## config.mk

```make
export PLATFORM = sky130hd
export DESIGN_NAME = spi_wstat_buf
export DESIGN_NICKNAME = d
export VERILOG_FILES = /design/src/rtl/spi_wstat_pkg.sv /design/src/rtl/spi_wstat_fifo.sv /design/src/rtl/spi_wstat_buf.sv
export SDC_FILE = /design/constraint.sdc
export NUM_CORES = 1
export LEC_CHECK = 0
export BUFFER_PORTS_ARGS = -buffer_cell sky130_fd_sc_hd__buf_2
export CAP_MARGIN = 10
export CORE_ASPECT_RATIO = 2
export CORE_UTILIZATION = 50
export CTS_BUF_LIST = sky130_fd_sc_hd__clkbuf_8
export DETAILED_ROUTE_END_ITERATION = 8
export HOLD_SLACK_MARGIN = 0.08
export PLACE_DENSITY = 0.83
export SETUP_SLACK_MARGIN = 0.3
export SLEW_MARGIN = 30
export SYNTH_ARGS = -nofsm -noshare
export SYNTH_HDL_FRONTEND = slang
export SYNTH_SLANG_ARGS = --single-unit
```

## constraint.sdc

```tcl
create_clock -name clk -period 3.2 [get_ports clk]
set_clock_uncertainty 0.05 [all_clocks]
set_input_delay 0.64 -clock clk [delete_from_list [all_inputs] [get_ports clk]]
set_output_delay 0.64 -clock clk [all_outputs]
set_load 0.01 [all_outputs]
```

## src/rtl/spi_wstat_pkg.sv

```systemverilog
// Shared types and constants for the SPI write-status buffer.
package spi_wstat_pkg;

  // Status codes; any non-zero code counts as an error
  localparam logic [2:0] ST_OK     = 3'b000;
  localparam logic [2:0] ST_SLVERR = 3'b001;
  localparam logic [2:0] ST_DECERR = 3'b010;

  // Entry field widths
  localparam int unsigned ST_W    = 3;
  localparam int unsigned LAST_W  = 1;
  localparam int unsigned ID_W    = 4;
  localparam int unsigned MSTID_W = 8;

  // Entry field offsets (LSB position within the packed entry)
  localparam int unsigned MSTID_OFF = 0;
  localparam int unsigned ID_OFF    = MSTID_OFF + MSTID_W;
  localparam int unsigned LAST_OFF  = ID_OFF + ID_W;
  localparam int unsigned ST_OFF    = LAST_OFF + LAST_W;

  localparam int unsigned ENTRY_W = 16;

  // One buffered status beat, MSB first: status, last, id, mstid
  typedef struct packed {
    logic [ST_W-1:0]    status;
    logic               last;
    logic [ID_W-1:0]    id;
    logic [MSTID_W-1:0] mstid;
  } entry_t;

  // True for any status code other than OK
  function automatic logic is_err(input logic [ST_W-1:0] st);
    return st != ST_OK;
  endfunction

endpackage

```

## src/rtl/spi_wstat_fifo.sv

```systemverilog
// Generic synchronous FIFO with registered occupancy; head word read from storage.
module spi_wstat_fifo #(
  parameter int unsigned WIDTH = 16,
  parameter int unsigned DEPTH = 4
) (
  input  logic                     clk,
  input  logic                     rst,
  input  logic                     i_push,
  input  logic                     i_pop,
  input  logic [WIDTH-1:0]         i_data,
  output logic [WIDTH-1:0]         o_data,
  output logic                     o_full,
  output logic                     o_empty,
  output logic [$clog2(DEPTH):0]   o_level
);

  localparam int unsigned PTR_W = $clog2(DEPTH);
  localparam int unsigned LVL_W = PTR_W + 1;

  logic [WIDTH-1:0] r_mem [DEPTH];
  logic [PTR_W-1:0] r_wr_ptr;
  logic [PTR_W-1:0] r_rd_ptr;
  logic [LVL_W-1:0] r_level;

  logic w_push;
  logic w_pop;

  // Status flags come only from the registered level
  assign o_full  = (r_level == LVL_W'(DEPTH));
  assign o_empty = (r_level == '0);
  assign o_level = r_level;
  assign o_data  = r_mem[r_rd_ptr];

  // Guard against overflow/underflow regardless of caller
  assign w_push = i_push && !o_full;
  assign w_pop  = i_pop && !o_empty;

  // Storage write; cleared on reset so the head reads zero when empty after reset
  always_ff @(posedge clk or posedge rst) begin
    if (rst) begin
      for (int i = 0; i < int'(DEPTH); i++) begin
        r_mem[i] <= '0;
      end
    end else if (w_push) begin
      r_mem[r_wr_ptr] <= i_data;
    end
  end

  // Pointers wrap naturally since DEPTH is a power of two
  always_ff @(posedge clk or posedge rst) begin
    if (rst) begin
      r_wr_ptr <= '0;
      r_rd_ptr <= '0;
    end else begin
      if (w_push) begin
        r_wr_ptr <= r_wr_ptr + PTR_W'(1);
      end
      if (w_pop) begin
        r_rd_ptr <= r_rd_ptr + PTR_W'(1);
      end
    end
  end

  // Occupancy tracking; simultaneous push and pop leaves it unchanged
  always_ff @(posedge clk or posedge rst) begin
    if (rst) begin
      r_level <= '0;
    end else begin
      case ({w_push, w_pop})
        2'b10:   r_level <= r_level + LVL_W'(1);
        2'b01:   r_level <= r_level - LVL_W'(1);
        default: r_level <= r_level;
      endcase
    end
  end

endmodule

```

## src/rtl/spi_wstat_buf.sv

```systemverilog
// Write-status buffer between the SPI slave CBUS port and the fabric status channel,
// with a saturating error counter and per-error interrupt pulse.
module spi_wstat_buf
  import spi_wstat_pkg::*;
#(
  parameter int unsigned DEPTH    = 4,
  parameter int unsigned ERRCNT_W = 8
) (
  input  logic                    clk,
  input  logic                    rst,
  input  logic                    sreq,
  input  logic [2:0]              sstatus,
  input  logic                    sdone,
  input  logic [3:0]              sid,
  input  logic [7:0]              smstid,
  output logic                    sready,
  output logic                    wst_valid,
  output logic [2:0]              wst_status,
  output logic                    wst_last,
  output logic [3:0]              wst_id,
  output logic [7:0]              wst_mstid,
  input  logic                    wst_ready,
  input  logic                    err_clr,
  output logic [ERRCNT_W-1:0]     err_cnt,
  output logic                    err_irq,
  output logic [$clog2(DEPTH):0]  level
);

  entry_t               w_push_entry;
  logic [ENTRY_W-1:0]   w_head;
  logic                 w_full;
  logic                 w_empty;
  logic                 w_push;
  logic                 w_pop;
  logic                 w_err_push;

  logic [ERRCNT_W-1:0]  r_err_cnt;
  logic                 r_err_irq;

  // Handshake mapping: both flags depend only on stored occupancy
  assign sready    = !w_full;
  assign wst_valid = !w_empty;
  assign w_push    = sreq && sready;
  assign w_pop     = wst_valid && wst_ready;

  // Pack incoming beat
  always_comb begin
    w_push_entry        = '0;
    w_push_entry.status = sstatus;
    w_push_entry.last   = sdone;
    w_push_entry.id     = sid;
    w_push_entry.mstid  = smstid;
  end

  spi_wstat_fifo #(
    .WIDTH (ENTRY_W),
    .DEPTH (DEPTH)
  ) u_fifo (
    .clk     (clk),
    .rst     (rst),
    .i_push  (w_push),
    .i_pop   (w_pop),
    .i_data  (w_push_entry),
    .o_data  (w_head),
    .o_full  (w_full),
    .o_empty (w_empty),
    .o_level (level)
  );

  // Head entry unpacked onto the fabric status channel
  assign wst_status = w_head[ST_OFF +: ST_W];
  assign wst_last   = w_head[LAST_OFF];
  assign wst_id     = w_head[ID_OFF +: ID_W];
  assign wst_mstid  = w_head[MSTID_OFF +: MSTID_W];

  // Errors are accounted at acceptance time
  assign w_err_push = w_push && is_err(sstatus);

  // Saturating error counter; a clear still counts a coincident error beat
  always_ff @(posedge clk or posedge rst) begin
    if (rst) begin
      r_err_cnt <= '0;
    end else if (err_clr) begin
      r_err_cnt <= ERRCNT_W'(w_err_push);
    end else if (w_err_push && (r_err_cnt != '1)) begin
      r_err_cnt <= r_err_cnt + ERRCNT_W'(1);
    end
  end

  // One-cycle interrupt pulse per accepted error beat
  always_ff @(posedge clk or posedge rst) begin
    if (rst) begin
      r_err_irq <= 1'b0;
    end else begin
      r_err_irq <= w_err_push;
    end
  end

  assign err_cnt = r_err_cnt;
  assign err_irq = r_err_irq;

endmodule
```

==> out/metrics.yaml, run 1 <==
run_status:
  status: "completed"
critical_path:
  cp_data_required_time_ns: 2.51
  arrival_ns: 1.96
  crit_chain: "buf_12 -> mux4_2 -> buf_2"
  path_buf_inv: 2
  rr_worst_depth: 9
  cpLargestDelayFamily: "flip-flops"
  path_depth: 3
  crit_fanout: 10
  endpoint_kind: "output port"
  cpPeakStageDelay_ns: 0.73
  cp-start-kind: "flip-flop"
  criticalPathCategory: "flip-flop to output port"
  critPathSlowestCell: "dfrtp_1"
  reg2reg_slack_ns: 0.87
yosys:
  synth-compound-area-share_pct: 2.62
  synth_area_sq_um: 3910
  ys_warn_count: 0
  synthAdderAreaFrac_pct: 2.43
  synth_area_per_cell_sq_um: 16.0
  syn-num-nets: 272
  synth_area_leaders: "dfrtp_1, mux2_4, mux4_2, mux2_2, buf_12"
  synthCells: 244
  synthMuxAreaShare_pct: 32.3
  yosysSeqAreaShare_pct: 51.2
  ys_ff_latch: 80
  synth_top_area_share_pct: 51.2
  synth_xor_area_share_pct: 1.34
  synth_top_family_by_area: "multiplexers"
  yosys.area.top_type: "dfrtp_1"
  synth_cell_types: 39
  yosys.area_share.simple_pct: 5.92
finish:
  num-nets-final: 325
  most-common-layout-cells: "dfrtp_1, buf_2, mux2_4"
  syn_to_final_growth_pct: 13.2
  drive_gt1_share_pct: 52.0
  antennaDiodeCount: 0
  final_cells: 396
  mostFrequentLayoutCell: "dfrtp_1"
grt:
  grt_pass1_vias: 2337
  antenna_found_initial: 0
  grt_pass1_wl_um: 11900
  gr-total-overflow: 0
  grt_use_total_pct: 19.6
  grt_max_degree: 81
timing:
  finalSetupViolations: 0
  fin_hold_ws_ns: 0.306
  relSlewSlack_pct: 46.3
  slew_violations: 0
  min_period_ns: 2.65
  worst_pin_slew_ns: 0.805
  finalSetupTns_ns: 0
  rsz0062_at_grt: "no"
  hold_viol_final: 0
  worst_slack_ns: 0.545
  fmax_mhz: 377
  min_period_over_period_pct: 83.0
placement:
  dpl.cell_count: 380
  dp_slack_ns: 0.875
  port_buffers: 50
  dp_hpwl_um: 4820
  gp_congestion: 0.821
pwr:
  internal_power_uw: 3160
  power_leakage_uw: 0.00210
  power_frac_comb_pct: 43.1
  power_frac_seq_pct: 40.0
  power_density_nw_per_um2: 1040
  p_sw_uw: 1440
  swShare_pct: 31.3
  p_total_uw: 4600
  ir_drop_uv: 499
  power.share.clock_pct: 16.9
floorplanning:
  die_area_sq_um: 8200
  io_pins: 51
  die_x_um: 64.5
  rows: 45
  initial_core_util_pct: 51.4
  die_y_um: 127
  coreArea_sq_um: 7600
cts:
  clock_latency_ns: 0.34
  post_cts_buffers: 0
  cts-resized-gates: 0
  htree_levels: 3
  cts_buffer_depth: 2
  numClockSinks: 80
  cts-root-buf: "clkbuf_8"
  clk_pin_slew_ns: 0.07
  cts_buffers: 9
  postCtsHoldBufs: 0
  cts_tree: "done"
detailed_routing:
  vias: 2193
  antenna_left: 0
  wl_um: 7030
  first_iter_violations: 110
  viasPerCell: 5.54
  dr.pass1.iters: 4
  drc_errors: 0
  route.detailed.wl_per_inst_um: 17.7
min_path:
  holdCritPathClass: "input pin to async pin"
run:
  drv_cap: 0
==> synth_stat cells <==
library cell / n
a41oi_1: 1
ha_1: 6
fa_1: 1
nor2b_1: 4
mux2_2: 26
nand4_1: 1
buf_4: 1
buf_2: 2
mux2_4: 40
nor2_1: 5
buf_6: 1
a41o_1: 1
nor4_1: 1
nand2_8: 4
o41ai_1: 1
o311ai_0: 1
a211oi_1: 1
buf_12: 4
nand3_1: 1
or4_1: 1
mux4_2: 16
o21ai_0: 4
or3_1: 2
xor2_1: 3
and2_4: 1
nor4b_1: 1
o31ai_1: 2
or3b_4: 1
nor3_1: 2
mux2i_1: 1
a21oi_1: 3
nand2_1: 5
xnor2_1: 3
dfrtp_1: 80
o311ai_1: 1
inv_1: 11
clkbuf_1: 3
and2_1: 1
and3_1: 1
==> logic make-up after synthesis <==
family / Yosys count
simple gates: 31
buf+inv: 22
compound gates: 15
fa+ha+maj: 7
xor+xnor: 6
mux: 83
flops: 80
==> through the flow <==
step	util, %	area [sq um]
after floorplan	-	3910
after global placement	55.3	4210
after detailed placement	55.3	4210
after CTS	58.2	4420
after global routing	58.2	4420
final	58.2	4420
==> sequential cells by signal (all words and copies together), names as in the netlist <==
name and count:
err_irq 1, u_fifo.r_rd_ptr 2, err_cnt 8, u_fifo.r_mem 64, u_fifo.r_wr_ptr 2, u_fifo.o_level 3
==> final timing paths <==
path / start / end
setup / recovery: u_fifo.r_rd_ptr[0] / wst_status[2]
hold / removal: rst / err_cnt[0]
setup reg to reg: u_fifo.o_level[0] / u_fifo.o_level[2]
hold reg to reg: u_fifo.r_mem[29] / u_fifo.r_mem[29]
max in group asynchronous: rst / u_fifo.r_mem[55]
min in group clk: u_fifo.r_mem[29] / u_fifo.r_mem[29]
==> power by group through the flow <==
| stage | registers [uW] | clock network [uW] | logic [uW] |
|---|---|---|---|
| 6_report | 1840 | 778 | 1980 |
| 5_1_grt | 1900 | 843 | 2150 |
| 4_1_cts | 1840 | 803 | 2020 |
| 3_5_place_dp | 1860 | 0 | 2010 |
| 3_3_place_gp | 1830 | 0 | 1960 |
| 2_1_floorplan | 1690 | 0 | 1670 |
==> per-layer routing <==
metal	GRT usage (%)	share of wire, %	vias up	wire length (um)
li1	-	-	989	-
met1	23.7	40	1152	2840
met2	32.6	55	46	3840
met3	5.00	3.6	6	255
met4	8.24	1.4	0	95
met5	0	0	-	0
==> cell type report <==
cell class / count / area [sq um]
Clock buffer: 13 / 179
Clock inverter: 3 / 38.8
Fill cell: 621 / 3180
Inverter: 11 / 42.5
Multi-Input combinational cell: 142 / 1750
Sequential cell: 80 / 2000
Tap cell: 94 / 118
Timing Repair Buffer: 53 / 298
==> worst reg2reg max path, stage by stage, from the launching register on <==
cell	delay (ns)
dfrtp_1	0.43
or3b_4	0.42
and2_4	0.25
inv_1	0.08
ha_1	0.17
inv_1	0.06
fa_1	0.37
xor2_1	0.15
nor2_1	0.12
xor2_1	0.16
No activity file was read; power rests on OpenSTA's default activity.
==> run 2, diff against run 1 <==
Settings changed: ABC_AREA set to 1, PLACE_DENSITY 0.83 to 0.86.
Clock period 3.2 ns to 2.2 ns, I/O delays scaled along.
==> out/metrics.yaml, run 2 <==
detailed_routing:
  first_iter_violations: 215  # was 110
  antenna_left: 0  # unchanged
  wl_um: 8720  # was 7030 um
  vias: 3221  # was 2193
  viasPerCell: 5.42  # was 5.54
  dr.pass1.iters: 4  # unchanged
  drc_errors: 0  # unchanged
  route.detailed.wl_per_inst_um: 14.7  # was 17.7 um
critical_path:
  reg2reg_slack_ns: 0.40  # was 0.87 ns
  timing.rr.start: "u_fifo.o_level[1]"  # was u_fifo.o_level[0]
  crit_fanout: 5  # was 10
  crit_path_end: "wst_status[0]"  # was wst_status[2]
  cp_data_required_time_ns: 1.71  # was 2.51 ns
  rr_worst_depth: 9  # unchanged
  startpoint: "u_fifo.r_rd_ptr[0]"  # unchanged
  endpoint_kind: "output port"  # unchanged
  rr_endpoint: "u_fifo.o_level[2]"  # unchanged
  arrival_ns: 1.55  # was 1.96 ns
  criticalPathCategory: "flip-flop to output port"  # unchanged
  cp-start-kind: "flip-flop"  # unchanged
yosys:
  yosys.area.top_type: "dfrtp_1"  # unchanged
  synth_area_sq_um: 3660  # was 3910 sq um
  synthMostInstantiatedCell: "nand2_1"  # was dfrtp_1
  synthCells: 437  # was 244
  ys_ff_latch: 80  # unchanged
  synth_top_area_share_pct: 54.7  # was 51.2%
  ys_warn_count: 0  # unchanged
  synth_ff_type: "dfrtp_1"  # unchanged
  ys_async_sr_fraction_pct: 100  # unchanged
  synth_edf_count: 0  # unchanged
  synth_commonest_cells: "nand2_1, o21ai_0, dfrtp_1"  # was dfrtp_1, mux2_4, mux2_2
  synth_cell_types: 18  # was 39
  synth_area_leaders: "dfrtp_1, o21ai_0, nand2_1, nor2_1, inv_1"  # was dfrtp_1, mux2_4, mux4_2, mux2_2, buf_12
  synth_area_per_cell_sq_um: 8.37  # was 16.0 sq um
  syn-num-nets: 465  # was 272
  yosysSeqAreaShare_pct: 54.7  # was 51.2%
timing:
  hold_viol_final: 0  # unchanged
  min_period_over_period_pct: 92.5
  finalSetupTns_ns: 0  # unchanged
  slew_violations: 0  # unchanged
  fmax_mhz: 491
  rsz0062_at_grt: "yes"  # was no
  finalSetupViolations: 0  # unchanged
  min_period_ns: 2.04
  worst_pin_slew_ns: 0.521  # was 0.805 ns
  relSlewSlack_pct: 65.2  # was 46.3%
placement:
  gp_congestion: 0.794  # was 0.821
  port_buffers: 50  # unchanged
  dpl-instance-area_sq_um: 4020  # was 4210 sq um
  dpl.cell_count: 565  # was 380
  dp_hpwl_um: 5610  # was 4820 um
floorplanning:
  die_y_um: 123  # was 127 um
  rows: 43  # was 45
  die_area_sq_um: 7690  # was 8200 sq um
  coreArea_sq_um: 6990  # was 7600 sq um
  initial_core_util_pct: 52.3  # was 51.4%
  io_pins: 51  # unchanged
  die_x_um: 62.5  # was 64.5 um
cts:
  clock_latency_ns: 0.35  # was 0.34 ns
  cts_buffers: 9  # unchanged
  htree_levels: 3  # unchanged
  cts_tree: "done"  # unchanged
  cts_buffer_depth: 2  # unchanged
  cts-root-buf: "clkbuf_8"  # unchanged
  numClockSinks: 80  # unchanged
  clk_pin_slew_ns: 0.08  # was 0.07 ns
finish:
  num-nets-final: 527  # was 325
  antennaDiodeCount: 0  # unchanged
  largest_reg_flops: 64  # unchanged
  fillers: 612  # was 621
  regMostFlops: "u_fifo.r_mem"  # unchanged
  utilization_pct: 63.7  # was 58.2%
  most-common-layout-cells: "nand2_1, o21ai_0, dfrtp_1"  # was dfrtp_1, buf_2, mux2_4
  fin_area_sq_um: 4450  # was 4420 sq um
  final_cells: 594  # was 396
  syn_to_final_growth_pct: 21.7  # was 13.2%
  drive_gt1_share_pct: 21.6  # was 52.0%
  mostFrequentLayoutCell: "nand2_1"  # was dfrtp_1
pwr:
  power_leakage_uw: 0.00222  # was 0.00210 uW
  p_total_uw: 6600  # was 4600 uW
  ir_drop_uv: 762  # was 499 uV
  power_density_nw_per_um2: 1480  # was 1040 nW/um^2
grt:
  grt_max_degree: 60  # was 81
  gr-total-overflow: 0  # unchanged
  grt_pass1_wl_um: 14700  # was 11900 um
  antenna_found_initial: 0  # unchanged
  grt_use_total_pct: 25.0  # was 19.6%
  grt_pass1_vias: 3366  # was 2337
min_path:
  holdCritPathClass: "input pin to flip-flop"  # was input pin to async pin
  hold_start: "err_clr"
run:
  drv_cap: 0  # unchanged
run_status:
  status: "completed"  # unchanged
==> run 2: changes by cell type in the layout (fill, tap and decap cells not counted), moves of 11 or more <==
cell and change:
mux2_4 -40, nand3_1 +15, buf_4 +11, o22ai_1 +14, mux4_2 -16, inv_1 +19
nand2_1 +97, mux2_2 -26, o21ai_0 +79, nor2_1 +40, o21ai_1 +15
==> run 2: per-stage QoR <==
step / setup slack [ns] / hold WS, ns
2_1_floorplan: 0.305 / 0.398
3_3_place_gp: 0.263 / 0.412
3_5_place_dp: 0.212 / 0.418
4_1_cts: 0.180 / 0.303
5_1_grt: 0.149 / 0.335
6_report: 0.164 / 0.327
==> run 2: worst max-delay path, stage by stage, from the launching register on <==
cell and delay (ns):
dfrtp_2 0.46, inv_4 0.10, buf_2 0.17, nor2_1 0.05, o22ai_1 0.22, buf_2 0.18
==> run 2: what timing repair did <==
item	CTS	global route
cloned	2	0
buffers inserted	9	1
endpoints found under the hold margin	21	0
setup endpoints to repair	18	18
hold buffers	1	0
resized for setup	27	19
pin swaps	5	8
==> run 2: layout make-up <==
cell class	instances	area, sq um	area share (%)
Clock buffer	13	179	4.02
Clock inverter	3	38.8	0.871
Inverter	34	138	3.09
Multi-Input combinational cell	302	1500	33.6
Sequential cell	80	2010	45.1
Tap cell	90	113	2.53
Timing Repair Buffer	71	473	10.6
Timing Repair inverter	1	7.51	0.169
==> run 2: worst min path at each step <==
stage | to | slack (ns) | cells past startpoint
floorplan | u_fifo.r_mem[16] | 0.40 | 2
global placement | u_fifo.r_mem[42] | 0.41 | 2
detailed placement | u_fifo.r_mem[19] | 0.42 | 2
CTS | err_cnt[7] | 0.30 | 4
global route | err_cnt[7] | 0.33 | 4
finish | err_cnt[7] | 0.33 | 4
==> run 2: logic make-up after synthesis <==
kind of cell | Yosys count | synth area share [%]
xor gates and xnor gates | 6 | 1.44
buffers and inverters | 55 | 5.91
adders and majority gates | 7 | 2.60
AOI/OAI and AO/OA | 119 | 17.2
DFF | 80 | 54.7
and+or+nand+nor | 170 | 18.2
==> run 2: metal layers <==
layer  global-route usage, %  part of all wire (%)  wire length [um]
met5                       0                     0                 0
met4                    15.8                   3.3               284
met1                    25.7                    38              3340
met3                    5.07                   4.3               375
met2                    45.7                    54              4720
==> run 2: where the power goes <==
group	switching [uW]	internal [uW]
clock network	508	643
logic	1700	1230
registers	412	2100
